$ cat config.mk
export PLATFORM = sky130hd
export DESIGN_NAME = array_output_drain
export DESIGN_NICKNAME = d
export VERILOG_FILES = /design/src/rtl/array_output_drain.sv
export SDC_FILE = /design/constraint.sdc
export NUM_CORES = 1
export LEC_CHECK = 0
export ABC_AREA = 1
export ABC_CLOCK_PERIOD_IN_PS = 9220
export CORE_MARGIN = 2
export CORE_UTILIZATION = 50
export CTS_BUF_LIST = sky130_fd_sc_hd__clkbuf_16
export DETAILED_ROUTE_END_ITERATION = 10
export DONT_BUFFER_PORTS = 1
export PLACE_DENSITY_LB_ADDON = 0.08
export SYNTH_ARGS = -nofsm -noshare
export SYNTH_HDL_FRONTEND = slang
export SYNTH_SLANG_ARGS = --single-unit
$ cat constraint.sdc
create_clock -name clk -period 9.22 [get_ports clk]
set_input_delay 1.844 -clock clk [delete_from_list [all_inputs] [get_ports clk]]
set_output_delay 1.844 -clock clk [all_outputs]
set_load 0.05 [all_outputs]
$ cat src/rtl/array_output_drain.sv
// ---------------------------------------------------------------------------
// array_output_drain
//
// Collects the results held by the per-column output controllers of the
// systolic array and puts them on one valid/ready stream. The columns are
// read in column-major order: column 0 rows 0..ROWS-1, then column 1, and so
// on. Each word is read through the column's rvalid/rread handshake and
// written into a small first-word-fall-through FIFO. The (col,row) position
// travels with the word, and the last word of the tile is flagged.
//
// Ports
//   clk        : clock; all state changes on its rising edge
//   rst        : synchronous reset, active high
//   col_r      : head result of each column controller
//   col_v      : rvalid of each column controller
//   col_rread  : read strobe to the column controllers (one-hot or zero)
//   out_data   : stream data (FIFO head)
//   out_col    : column index of out_data
//   out_row    : row index of out_data
//   out_last   : out_data is the last word of the tile (COLS-1, ROWS-1)
//   out_valid  : FIFO holds at least one word
//   out_ready  : consumer accepts the word when out_valid && out_ready
//   tile_done  : one-cycle pulse once the last word of the tile has left
//   busy       : a tile is being drained or flushed
// ---------------------------------------------------------------------------
module array_output_drain #(
  parameter int COLS       = 8,
  parameter int ROWS       = 8,
  parameter int OUTWIDTH   = 32,
  parameter int FIFO_DEPTH = 4,
  localparam int CW        = (COLS > 1) ? $clog2(COLS) : 1,
  localparam int RW        = (ROWS > 1) ? $clog2(ROWS) : 1
) (
  input  logic                clk,
  input  logic                rst,
  input  logic [OUTWIDTH-1:0] col_r [0:COLS-1],
  input  logic [COLS-1:0]     col_v,
  output logic [COLS-1:0]     col_rread,
  output logic [OUTWIDTH-1:0] out_data,
  output logic [CW-1:0]       out_col,
  output logic [RW-1:0]       out_row,
  output logic                out_last,
  output logic                out_valid,
  input  logic                out_ready,
  output logic                tile_done,
  output logic                busy
);

  localparam int PW = (FIFO_DEPTH > 1) ? $clog2(FIFO_DEPTH) : 1;
  localparam logic [CW-1:0] LAST_COL = CW'(COLS - 1);
  localparam logic [RW-1:0] LAST_ROW = RW'(ROWS - 1);
  localparam logic [PW:0]   FULL_CNT = (PW + 1)'(FIFO_DEPTH);

  typedef enum logic [1:0] {
    IDLE  = 2'd0,
    DRAIN = 2'd1,
    FLUSH = 2'd2
  } state_e;

  typedef struct packed {
    logic [OUTWIDTH-1:0] data;
    logic [CW-1:0]       col;
    logic [RW-1:0]       row;
    logic                last;
  } entry_t;

  state_e        state_q, state_d;
  logic [CW-1:0] cur_col_q, cur_col_d;
  logic [RW-1:0] cur_row_q, cur_row_d;
  logic          tile_done_q, tile_done_d;

  entry_t        mem_q [FIFO_DEPTH];
  logic [PW-1:0] wr_ptr_q, wr_ptr_d;
  logic [PW-1:0] rd_ptr_q, rd_ptr_d;
  logic [PW:0]   count_q, count_d;

  logic   fifo_empty;
  logic   fifo_full;
  logic   fifo_pop;
  logic   can_push;
  logic   pop;
  logic   at_last;
  entry_t push_entry;
  entry_t head;

  // -------------------------------------------------------------------------
  // Handshake decisions
  // -------------------------------------------------------------------------
  assign fifo_empty = (count_q == '0);
  assign fifo_full  = (count_q == FULL_CNT);

  // out_valid is held low during reset so the consumer never takes a word
  // that the same edge is about to discard.
  assign out_valid  = !fifo_empty && !rst;
  assign fifo_pop   = out_valid && out_ready;

  // A full FIFO can still take a word when its head leaves in the same cycle.
  assign can_push   = !fifo_full || fifo_pop;

  // The column pointer never skips: a stalled column holds the whole drain.
  assign pop        = !rst && (state_q == DRAIN) && col_v[cur_col_q] && can_push;

  assign at_last    = (cur_col_q == LAST_COL) && (cur_row_q == LAST_ROW);

  genvar gi;
  generate
    for (gi = 0; gi < COLS; gi++) begin : g_rread
      assign col_rread[gi] = pop && (cur_col_q == CW'(gi));
    end
  endgenerate

  assign push_entry.data = col_r[cur_col_q];
  assign push_entry.col  = cur_col_q;
  assign push_entry.row  = cur_row_q;
  assign push_entry.last = at_last;

  // -------------------------------------------------------------------------
  // Column / row position of the next read
  // -------------------------------------------------------------------------
  always_comb begin
    cur_col_d = cur_col_q;
    cur_row_d = cur_row_q;
    if (pop) begin
      if (cur_row_q == LAST_ROW) begin
        cur_row_d = '0;
        cur_col_d = (cur_col_q == LAST_COL) ? '0 : cur_col_q + 1'b1;
      end else begin
        cur_row_d = cur_row_q + 1'b1;
      end
    end
  end

  // -------------------------------------------------------------------------
  // Tile sequencing
  // -------------------------------------------------------------------------
  always_comb begin
    state_d     = state_q;
    tile_done_d = 1'b0;
    case (state_q)
      IDLE: begin
        if (col_v[0]) begin
          state_d = DRAIN;
        end
      end
      DRAIN: begin
        if (pop && at_last) begin
          state_d = FLUSH;
        end
      end
      FLUSH: begin
        // Wait for the consumer to take every buffered word of the tile.
        if (fifo_empty) begin
          state_d     = IDLE;
          tile_done_d = 1'b1;
        end
      end
      default: begin
        state_d = IDLE;
      end
    endcase
  end

  // -------------------------------------------------------------------------
  // FIFO pointers and occupancy
  // -------------------------------------------------------------------------
  always_comb begin
    wr_ptr_d = wr_ptr_q;
    rd_ptr_d = rd_ptr_q;
    count_d  = count_q;
    if (pop) begin
      wr_ptr_d = wr_ptr_q + 1'b1;
    end
    if (fifo_pop) begin
      rd_ptr_d = rd_ptr_q + 1'b1;
    end
    case ({pop, fifo_pop})
      2'b10:   count_d = count_q + 1'b1;
      2'b01:   count_d = count_q - 1'b1;
      default: count_d = count_q;
    endcase
  end

  // -------------------------------------------------------------------------
  // State registers
  // -------------------------------------------------------------------------
  always_ff @(posedge clk) begin
    if (rst) begin
      state_q     <= IDLE;
      cur_col_q   <= '0;
      cur_row_q   <= '0;
      tile_done_q <= 1'b0;
      wr_ptr_q    <= '0;
      rd_ptr_q    <= '0;
      count_q     <= '0;
    end else begin
      state_q     <= state_d;
      cur_col_q   <= cur_col_d;
      cur_row_q   <= cur_row_d;
      tile_done_q <= tile_done_d;
      wr_ptr_q    <= wr_ptr_d;
      rd_ptr_q    <= rd_ptr_d;
      count_q     <= count_d;
    end
  end

  // Storage is cleared on reset so the stream outputs read zero afterwards.
  always_ff @(posedge clk) begin
    if (rst) begin
      for (int i = 0; i < FIFO_DEPTH; i++) begin
        mem_q[i] <= '0;
      end
    end else if (pop) begin
      mem_q[wr_ptr_q] <= push_entry;
    end
  end

  // -------------------------------------------------------------------------
  // Stream outputs: the FIFO head is presented directly
  // -------------------------------------------------------------------------
  assign head      = mem_q[rd_ptr_q];
  assign out_data  = head.data;
  assign out_col   = head.col;
  assign out_row   = head.row;
  assign out_last  = head.last;
  assign tile_done = tile_done_q;
  assign busy      = (state_q != IDLE);

endmodule

==> summary.md, run 1 <==
| Metric | Value |
|---|---|
| Status | finished, final reports clean |
| Netlist cell types | 31 |
| Area grow syn2layout | 7.14% |
| Drt drc | 0 |
| Worst skew pair latency | ~0.43 ns |
| Final cell count without fillers | between 1000 and 1500 |
| # rows | 52 |
| Setup Crit Path Kind | in2out |
| Tightest Hold Check Type | reg2reg |
| Crit. End Element | output port |
| Total iterations of the first detailed-routing run | 5 |
| Clock sinks | around 170 |
| Port bufs | 0 |
| Vias per Instance | 5.95 |
| Setup violation total in the final timing report | 0 |
| Placed cell count | 1390 |
| Pwr Density | 164 nW/um^2 |
| Clock skew | 0.0121 ns |
| Fin worst setup slack | 3.24 ns |
| Post-route antenna net violation count | 0 |
| Reg2Reg Setup Slack | about 5.2 ns |
| Largest net degree at the start of global routing | between 100 and 150 |
| Mean Syn Cell Area | 8.79 sq um |
| Number of global-route vias before repair | about 8000 |
| Postcts setup bufs | 0 |
| Netlist Area Pre-Place | 10300 sq um |
| Htree depth | 4 |
| CTS tree | done |
| Setup TNS | 0 ns |
| Worst-margin pin slew | around 1.2 ns |
| Share of layout cells above drive strength 1 | 13.2% |
| Nets@finish | between 1000 and 1500 |
| Worst slew margin | a little over a fifth |
| Syn nets | approximately 1500 |
| Die Wd | 148 microns |
| WL per Instance | about 22 microns |
| Gp weighted congestion | between 0.8 and 0.9 |
| Cells after Synth | 1176 |
| Clk root buf | clkbuf_16 |
| Sequential share of the synthesized area | 48.8% |
| Critical path arrival | 4.14 ns |
| Min-delay src | count_q[0] |
| Starting Density | 51.1% |
| Final wirelength | 31500 microns |
| Max Cap Viol | 0 |
| Ys Warns | 0 |
| TritonCTS Buffers | 17 |
| IO Pins | roughly 320 |
| Antenna violations before repair | 2 |
| Crit path from | rst |
| Leak | 4.35 nW |
| Total congestion overflow | 0 |
| Via count | between 8000 and 9000 |
| Worst-path maximum fanout | 18 |
| Synth Register Bits | around 170 |
| Asr flop ratio synth | 0% |
| CP Launch Type | primary input |
| Post-route minimum period | about 6 ns |
| Fmax | around 170 MHz |
| GRT Util Overall | ~28% |
| Chip height | approximately 150 microns |
| Final max-slew violation count | 0 |
| DR iter-0 viols | 660 |
| Final HPWL DP | ~22000 microns |
| Top_reg_cell synth | edfxtp_1 |
| CTS resizes | 0 |
| RR Startpoint | cur_col_q[0] |
| RSZ-0062 raised after global routing | no |
| Total core area | between 20000 and 25000 sq um |
| Tcrit/Tclk final | between 60 and 70% |
| Die area | roughly 22000 sq um |
| Clock Pin Slew Worst Setup and Hold Paths | approximately 0.070 ns |
| Final design utilization | a little over half |
| # hold bufs at CTS | 0 |
| Required @ worst endpoint | 7.38 ns |
| VDD IR max | ~120 uV |
| CTS Buffer Depth | 2 |
| Final hold vios | 0 |
| DP Worst Slack | about 3.3 ns |
| Global-route wire length before repair | 47100 microns |
| Post-synth EDFFs | 156 |
==> cell usage after synthesis, types with 5 or more instances <==
| library cell | instances | area [sq um] |
|---|---|---|
| a21oi_1 | 74 | 370 |
| nor3_1 | 5 | 25.0 |
| nand2_1 | 283 | 1060 |
| nor2_1 | 179 | 672 |
| inv_1 | 60 | 225 |
| nor3_2 | 39 | 390 |
| clkbuf_1 | 61 | 229 |
| edfxtp_1 | 156 | 4680 |
| buf_6 | 8 | 90.1 |
| nand3_2 | 9 | 90.1 |
| o21ai_0 | 87 | 435 |
| o22ai_1 | 41 | 257 |
| a32o_1 | 62 | 621 |
| nand3_4 | 19 | 333 |
| dfxtp_1 | 18 | 360 |
| ha_1 | 8 | 100 |
| nand3_1 | 19 | 95.1 |
| buf_1 | 13 | 48.8 |
| buf_2 | 16 | 80.1 |
==> metrics by stage <==
stage | cell area (sq um) | power, mW | hold WS (ns)
floorplan | 10300 | 1.12 | 0.457
detailed placement | 10500 | 1.18 | 0.478
CTS | 11100 | 1.82 | 0.488
global placement | 10500 | 1.18 | 0.471
finish | 11100 | 1.81 | 0.484
global route | 11100 | 1.87 | 0.522
==> metal layers <==
layer,global-route usage (%),up-vias,wire [microns]
li1,-,4015,-
met1,40.6,4101,13900
met2,45.2,321,15200
met3,3.49,36,1760
met4,9.43,0,602
met5,0,-,0
==> layout by cell type, fill, tap and decap left out <==
cell and count:
a21oi_1 74, diode_2 4, nor3_2 39, nor3_1 5
nand3_1 19, clkinv_4 4, o21ai_1 1, o21a_1 2
nand3_2 9, inv_1 60, o21ai_4 1, nand2_2 3
ha_1 8, o22ai_1 41, clkinvlp_4 1, inv_4 2
fa_1 1, nand2_4 1, buf_4 44, inv_2 1
dfxtp_2 2, inv_6 3, dfxtp_1 15, clkbuf_16 17
edfxtp_1 156, nand3_4 19, o21ai_0 87, clkinv_1 1
dfxtp_4 1, nand4_1 3, nand2_1 283, a32o_1 62
nand3b_1 2, nor2_8 1, nor2_1 179, clkinv_2 4
==> final timing paths <==
check / endpoint / cells past startpoint
worst max register to register: mem_q[0][15] / 11
worst max-delay path: col_rread[4] / 7
worst min register to register: count_q[0] / 2
worst min-delay path: count_q[0] / 2
==> sequential cells by signal, summed over array words and instances, names as in the netlist, named ones only <==
signal,flops
tile_done,1
mem_q,156
rd_ptr_q,2
cur_row_q,3
cur_col_q,3
state_q,2
wr_ptr_q,2
count_q,3
==> critical path: stages <==
cell and delay [ns]:
inv_1 0.30, nand3_1 0.22, nand4_1 0.14, nand3_1 0.50, nor2_1 0.31, inv_1 0.11, nor2_1 0.69
==> area by class of cell <==
type / count / area (sq um)
fill: 1899 / 9160
sequential: 174 / 5050
multi-input combinational: 840 / 4590
clock buffer: 17 / 425
tap: 270 / 338
timing repair buffer: 44 / 330
inverter: 62 / 238
clock inverter: 14 / 96.3
antenna: 4 / 10.0
==> logic make-up (layout without fill, tap and decap cells) <==
family	count (synthesis)	in the layout	share of synthesized area [%]
DFF	174	174	48.8
other	0	4	0
AOI/OAI and AO/OA	268	268	16.5
buffers and inverters	162	137	6.93
and+or+nand+nor	563	563	26.6
adders and majority gates	9	9	1.16
==> power by group <==
part | internal (mW) | total, mW | switching [mW]
Clock | 0.343 | 0.646 | 0.303
Combinational | 0.0653 | 0.263 | 0.197
Sequential | 0.892 | 0.903 | 0.0115
Note: power is estimated with default switching activity, not from simulation.
==> inputs of run 2 (changes only) <==
ABC_CLOCK_PERIOD_IN_PS = 5500   (was 9220)
clock period = 5.5 ns   (was 9.22 ns; I/O delays follow)
==> run 2 against run 1 <==
  * Wire length grew 0.38%
  * Global-route usage down 0.051 points
  * Flip-flop and latch count stayed put
  * Register-to-register slack lost 2.7 ns
  * Clock skew decreased by 0.0011 ns
  * Cell count up 0.63%
  * Critical path type unchanged
  * Combinational power rose by 68%
  * Clock-buffer cell count unchanged
  * Via count hardly changed
  * Total power rose by 78%
  * Sequential share of layout area is 0.58 points lower
==> summary.md, run 2 (synthesis results as in run 1) <==
| Metric | Value |
|---|---|
| Die Wd | 148 microns |
| CTS Buffer Depth | 2 |
| Setup TNS | 0 ns |
| Final wirelength | roughly 32000 microns |
| Via count | between 8000 and 9000 |
| Final cell count without fillers | about 1400 |
| Placed cell count | around 1400 |
| VDD IR max | 228 uV |
| Reg2reg path depth | 10 |
| Htree depth | 4 |
| Crit path from | rst |
| Tightest Hold Check Type | reg2reg |
| Drt drc | 0 |
| Post-route minimum period | between 3 and 4 ns |
| Final hold vios | 0 |
| Most flops, register | mem_q |
| Clock sinks | about 170 |
| NetSw | ~890 uW |
| Nets@finish | ~1400 |
| Port bufs | 0 |
| Worst-margin pin slew | approximately 1.2 ns |
| Postcts setup bufs | 0 |
| Max reg flops | between 150 and 200 |
| Final instance area | 11200 sq um |
| Chip height | between 100 and 150 microns |
| Setup violation total in the final timing report | 0 |
| Number of global-route vias before repair | between 7000 and 8000 |
| Clock network power share | 39.5% |
| Largest net degree at the start of global routing | about 110 |
| Status | finished, final reports clean |
| Total iterations of the first detailed-routing run | 5 |
| Tcrit/Tclk final | between 70% and 80% |
| Final HPWL DP | approximately 22000 microns |
| Post-route antenna net violation count | 0 |
| Setup Crit Path Kind | in2out |
| Total core area | roughly 20000 sq um |
| Required @ worst endpoint | between 4 and 5 ns |
| Pint | approximately 2.3 mW |
| Pwr Density | about 290 nW/um^2 |
| Fmax | roughly 260 MHz |
| Max Cap Viol | 0 |
| Fillers | about 1900 |
| Starting Density | slightly above 50% |
| Switching part of the total power | 27.6% |
| TritonCTS Buffers | 17 |
| Clock skew | 0.0110 ns |
| Clk root buf | clkbuf_16 |
| RR Startpoint | cur_col_q[0] |
| Global-route wire length before repair | approximately 47000 microns |
| RSZ-0062 raised after global routing | no |
| WL per Instance | ~22 microns |
| Crit. End Element | output port |
| Most frequent cells in the layout | nand2_1, nor2_1, edfxtp_1 |
| Die area | around 22000 sq um |
| Worst skew pair latency | 0.43 ns |
| IO Pins | ~320 |
| Critical path arrival | between 2 and 3 ns |
| CTS resizes | 0 |
| Cell Area, Placed | 10600 sq um |
| Leading cell type in the layout, fill and taps excluded | nand2_1 |
| Antenna violations before repair | 6 |
| Leak | 4.41 nW |
| CP Launch Type | primary input |
| Logic pwr share | between 10% and 20% |
| # hold bufs at CTS | 0 |
| Fin Hold WS | 0.498 ns |
| Clock Pin Slew Worst Setup and Hold Paths | 0.07 ns |
| Total congestion overflow | 0 |
| CTS tree | done |
| GRT Util Overall | around 28% |
| Sequential share of power | roughly 47% |
| Vias per Instance | roughly 5.9 |
| Final max-slew violation count | 0 |
| Area grow syn2layout | 8.52% |
| Gp weighted congestion | 0.886 |
| DR iter-0 viols | 810 |
| Hold Crit Depth | 2 |
| Worst-path maximum fanout | 18 |
| # rows | between 50 and 60 |
| Worst slew margin | approximately 22% |
| Share of layout cells above drive strength 1 | between 10% and 20% |
| Min-delay src | count_q[0] |
run 2: cell count changes in the layout (fill, tap and decap cells not counted), sizes merged:
cell	change
clkinv	-8
buf	+5
diode	+3
inv	+5
clkinvlp	+1
bufinv	+3
run 2: final cells by class:
class | instances | area (sq um) | area share, %
inverters | 62 | 238 | 2.12
clock buffers | 17 | 425 | 3.79
clock inverters | 15 | 194 | 1.73
multi-input cells | 840 | 4590 | 40.9
diodes | 7 | 17.5 | 0.156
flip-flops and latches | 174 | 5050 | 45.0
repair buffers | 49 | 368 | 3.28
well taps | 270 | 338 | 3.01
run 2: layer usage:
| layer | global-route usage [%] | wire length [microns] |
|---|---|---|
| met3 | 5.25 | 2160 |
| met2 | 43.7 | 14800 |
| met4 | 10.8 | 886 |
| met1 | 40.0 | 13800 |
| met5 | 0 | 0 |
run 2: metrics by stage:
step	total power [mW]	setup WS, ns	util, %
after global routing	3.33	1.52	55.4
after CTS	3.24	1.59	55.4
after floorplan	1.87	1.13	-
final	3.23	1.65	55.5
after detailed placement	1.98	1.65	52.3
after global placement	1.98	1.71	52.3
run 2: worst paths after layout:
check / end / slack, ns
setup / recovery: col_rread[3] / 1.65
hold / removal: count_q[0] / 0.50
hold reg to reg: count_q[0] / 0.50
setup reg to reg: mem_q[0][25] / 2.47
run 2: power by group through the flow:
stage / registers (mW) / logic [mW] / clock network, mW
finish: 1.51 / 0.441 / 1.27
global route: 1.52 / 0.472 / 1.34
CTS: 1.51 / 0.445 / 1.29
detailed placement: 1.54 / 0.444 / 0
global placement: 1.54 / 0.440 / 0
floorplan: 1.54 / 0.337 / 0
run 2: worst max-delay path, cell delays in order:
cell     delay (ns)
inv_1          0.29
nand3_1        0.22
nand4_1        0.15
nand3_1        0.07
buf_4          0.22
nor2_1         0.69
==> inputs of run 3 (changes only) <==
ABC_CLOCK_PERIOD_IN_PS = 3860   (was 5500)
clock period = 3.86 ns   (was 5.5 ns; I/O delays follow)
==> run 3 against run 2 <==
  * Wire length increased by 1.7%
  * Total power increased by 42%
  * Via count increased by 1.6%
  * Highest routed layer unchanged
==> summary.md, run 3 (synthesis results as in run 1) <==
| Metric | Value |
|---|---|
| Die area | around 22000 sq um |
| IO Pins | 317 |
| Clk root buf | clkbuf_16 |
| FF+latch area | 5050 sq um |
| WL per Instance | ~22 microns |
| Multi-input logic area | ~4600 sq um |
| Most frequent cells in the layout | nand2_1, nor2_1, edfxtp_1 |
| RSZ-0062 raised after global routing | no |
| Port bufs | 0 |
| Total congestion overflow | 0 |
| Die Wd | ~150 microns |
| CTS Buffer Depth | 2 |
| Fillers | between 1500 and 2000 |
| Worst-path maximum fanout | 34 |
| Largest net degree at the start of global routing | between 100 and 150 |
| Setup TNS | 0 ns |
| Final cell count without fillers | roughly 1500 |
| Vias per Instance | between 5 and 6 |
| Total core area | 20200 sq um |
| Worst skew pair latency | ~0.43 ns |
| CP Launch Type | flip-flop |
| Leak | 4.51 nW |
| Final wirelength | roughly 32000 microns |
| Placed cell count | approximately 1400 |
| CTS tree | done |
| Setup violation total in the final timing report | 0 |
| Share of layout cells above drive strength 1 | 15.2% |
| Clock sinks | 174 |
| Gp weighted congestion | approximately 0.93 |
| Chip height | around 150 microns |
| Via count | ~8600 |
| Starting Density | roughly half |
| Clock skew | ~0.0097 ns |
| Worst slew margin | 27.2% |
| Global-route wire length before repair | around 48000 microns |
| Max reg flops | 156 |
| Clock Pin Slew Worst Setup and Hold Paths | around 0.07 ns |
| Status | finished, final reports clean |
| Worst path max stage delay | between 0.4 and 0.5 ns |
| # hold bufs at CTS | 0 |
| Post-route antenna net violation count | 0 |
| Post-route minimum period | ~3.2 ns |
| Setup Crit Path Kind | reg2out |
| Critical path's most frequent cell | nand3_1 |
| Tcrit/Tclk final | 83.3% |
| Area grow syn2layout | 9.80% |
| Pwr Density | 402 nW/um^2 |
| Max Cap Viol | 0 |
| DR iter-0 viols | ~800 |
| Fmax | ~310 MHz |
| Crit. End Element | output port |
| # rows | 52 |
| Final max-slew violation count | 0 |
| VDD IR max | between 300 and 400 uV |
| Tightest Hold Check Type | in2reg |
| GRT Util Overall | approximately 29% |
| Worst-margin pin slew | about 1.1 ns |
| Htree depth | 4 |
| Number of global-route vias before repair | 7909 |
| Postcts setup bufs | 0 |
| Leading cell type in the layout, fill and taps excluded | nand2_1 |
| CP Cell Sequence | inv_4, nand2_1, nand3_1, nand3_1, nand2_2, nand3_1, nor2_1, inv_1, nor2_1, buf_4 |
| Most flops, register | mem_q |
| Nets@finish | about 1400 |
| TritonCTS Buffers | 17 |
| Drt drc | 0 |
| Final HPWL DP | about 22000 microns |
| Required @ worst endpoint | between 3 and 4 ns |
| Critical path arrival | approximately 2.4 ns |
| Total iterations of the first detailed-routing run | 5 |
| Antenna violations before repair | 4 |
| Tot Pwr | roughly 4.6 mW |
| Final hold vios | 0 |
| CTS resizes | 0 |
| Slowest CP cell | dfxtp_4 |
## run 3: metrics by stage
stage          utilization [%]  worst slack, ns  area (sq um)  hold slack [ns]
3_3_place_gp              53.1            0.883         10700            0.472
5_1_grt                   56.1            0.411         11400            0.380
6_report                  56.1            0.645         11400            0.398
3_5_place_dp              53.1            0.800         10700            0.478
4_1_cts                   56.1            0.651         11300            0.383
2_1_floorplan                -            0.330         10300            0.457
## run 3: final timing paths
path,depth (start not counted),to,startpoint,slack [ns]
worst max-delay path,10,col_rread[6],cur_col_q[0],0.64
worst min-delay path,1,cur_col_q[0],rst,0.40
worst min register to register,2,count_q[0],count_q[0],0.49
worst max register to register,9,mem_q[3][14],cur_col_q[0],1.02
## run 3: layer usage
layer	vias up	GRT usage (%)	part of all wire [%]
li1	4076	-	-
met1	4132	39.7	42
met2	365	47.3	49
met3	42	4.72	6.5
met4	0	8.52	2.0
met5	-	0	0
## run 3: cell type report
type / instances / share of cell area (%)
Antenna cell: 4 / 0.0882
Clock buffer: 17 / 3.75
Clock inverter: 15 / 1.51
Inverter: 62 / 2.09
Multi-Input combinational cell: 840 / 40.4
Sequential cell: 174 / 44.5
Tap cell: 270 / 2.98
Timing Repair Buffer: 69 / 4.67
## run 3: worst max-delay path, delay by kind of cell (launching register included)
kind                   cells  cell delay, ns
AND/OR/NAND/NOR            7            0.97
flip-flops                 1            0.45
buffers and inverters      3            0.58
## run 3: report_power, final
| group | total (mW) | switching [mW] | internal, mW |
|---|---|---|---|
| clock network | 1.75 | 0.776 | 0.978 |
| logic | 0.662 | 0.479 | 0.183 |
| registers | 2.15 | 0.0232 | 2.13 |
| total | 4.57 | 1.28 | 3.29 |
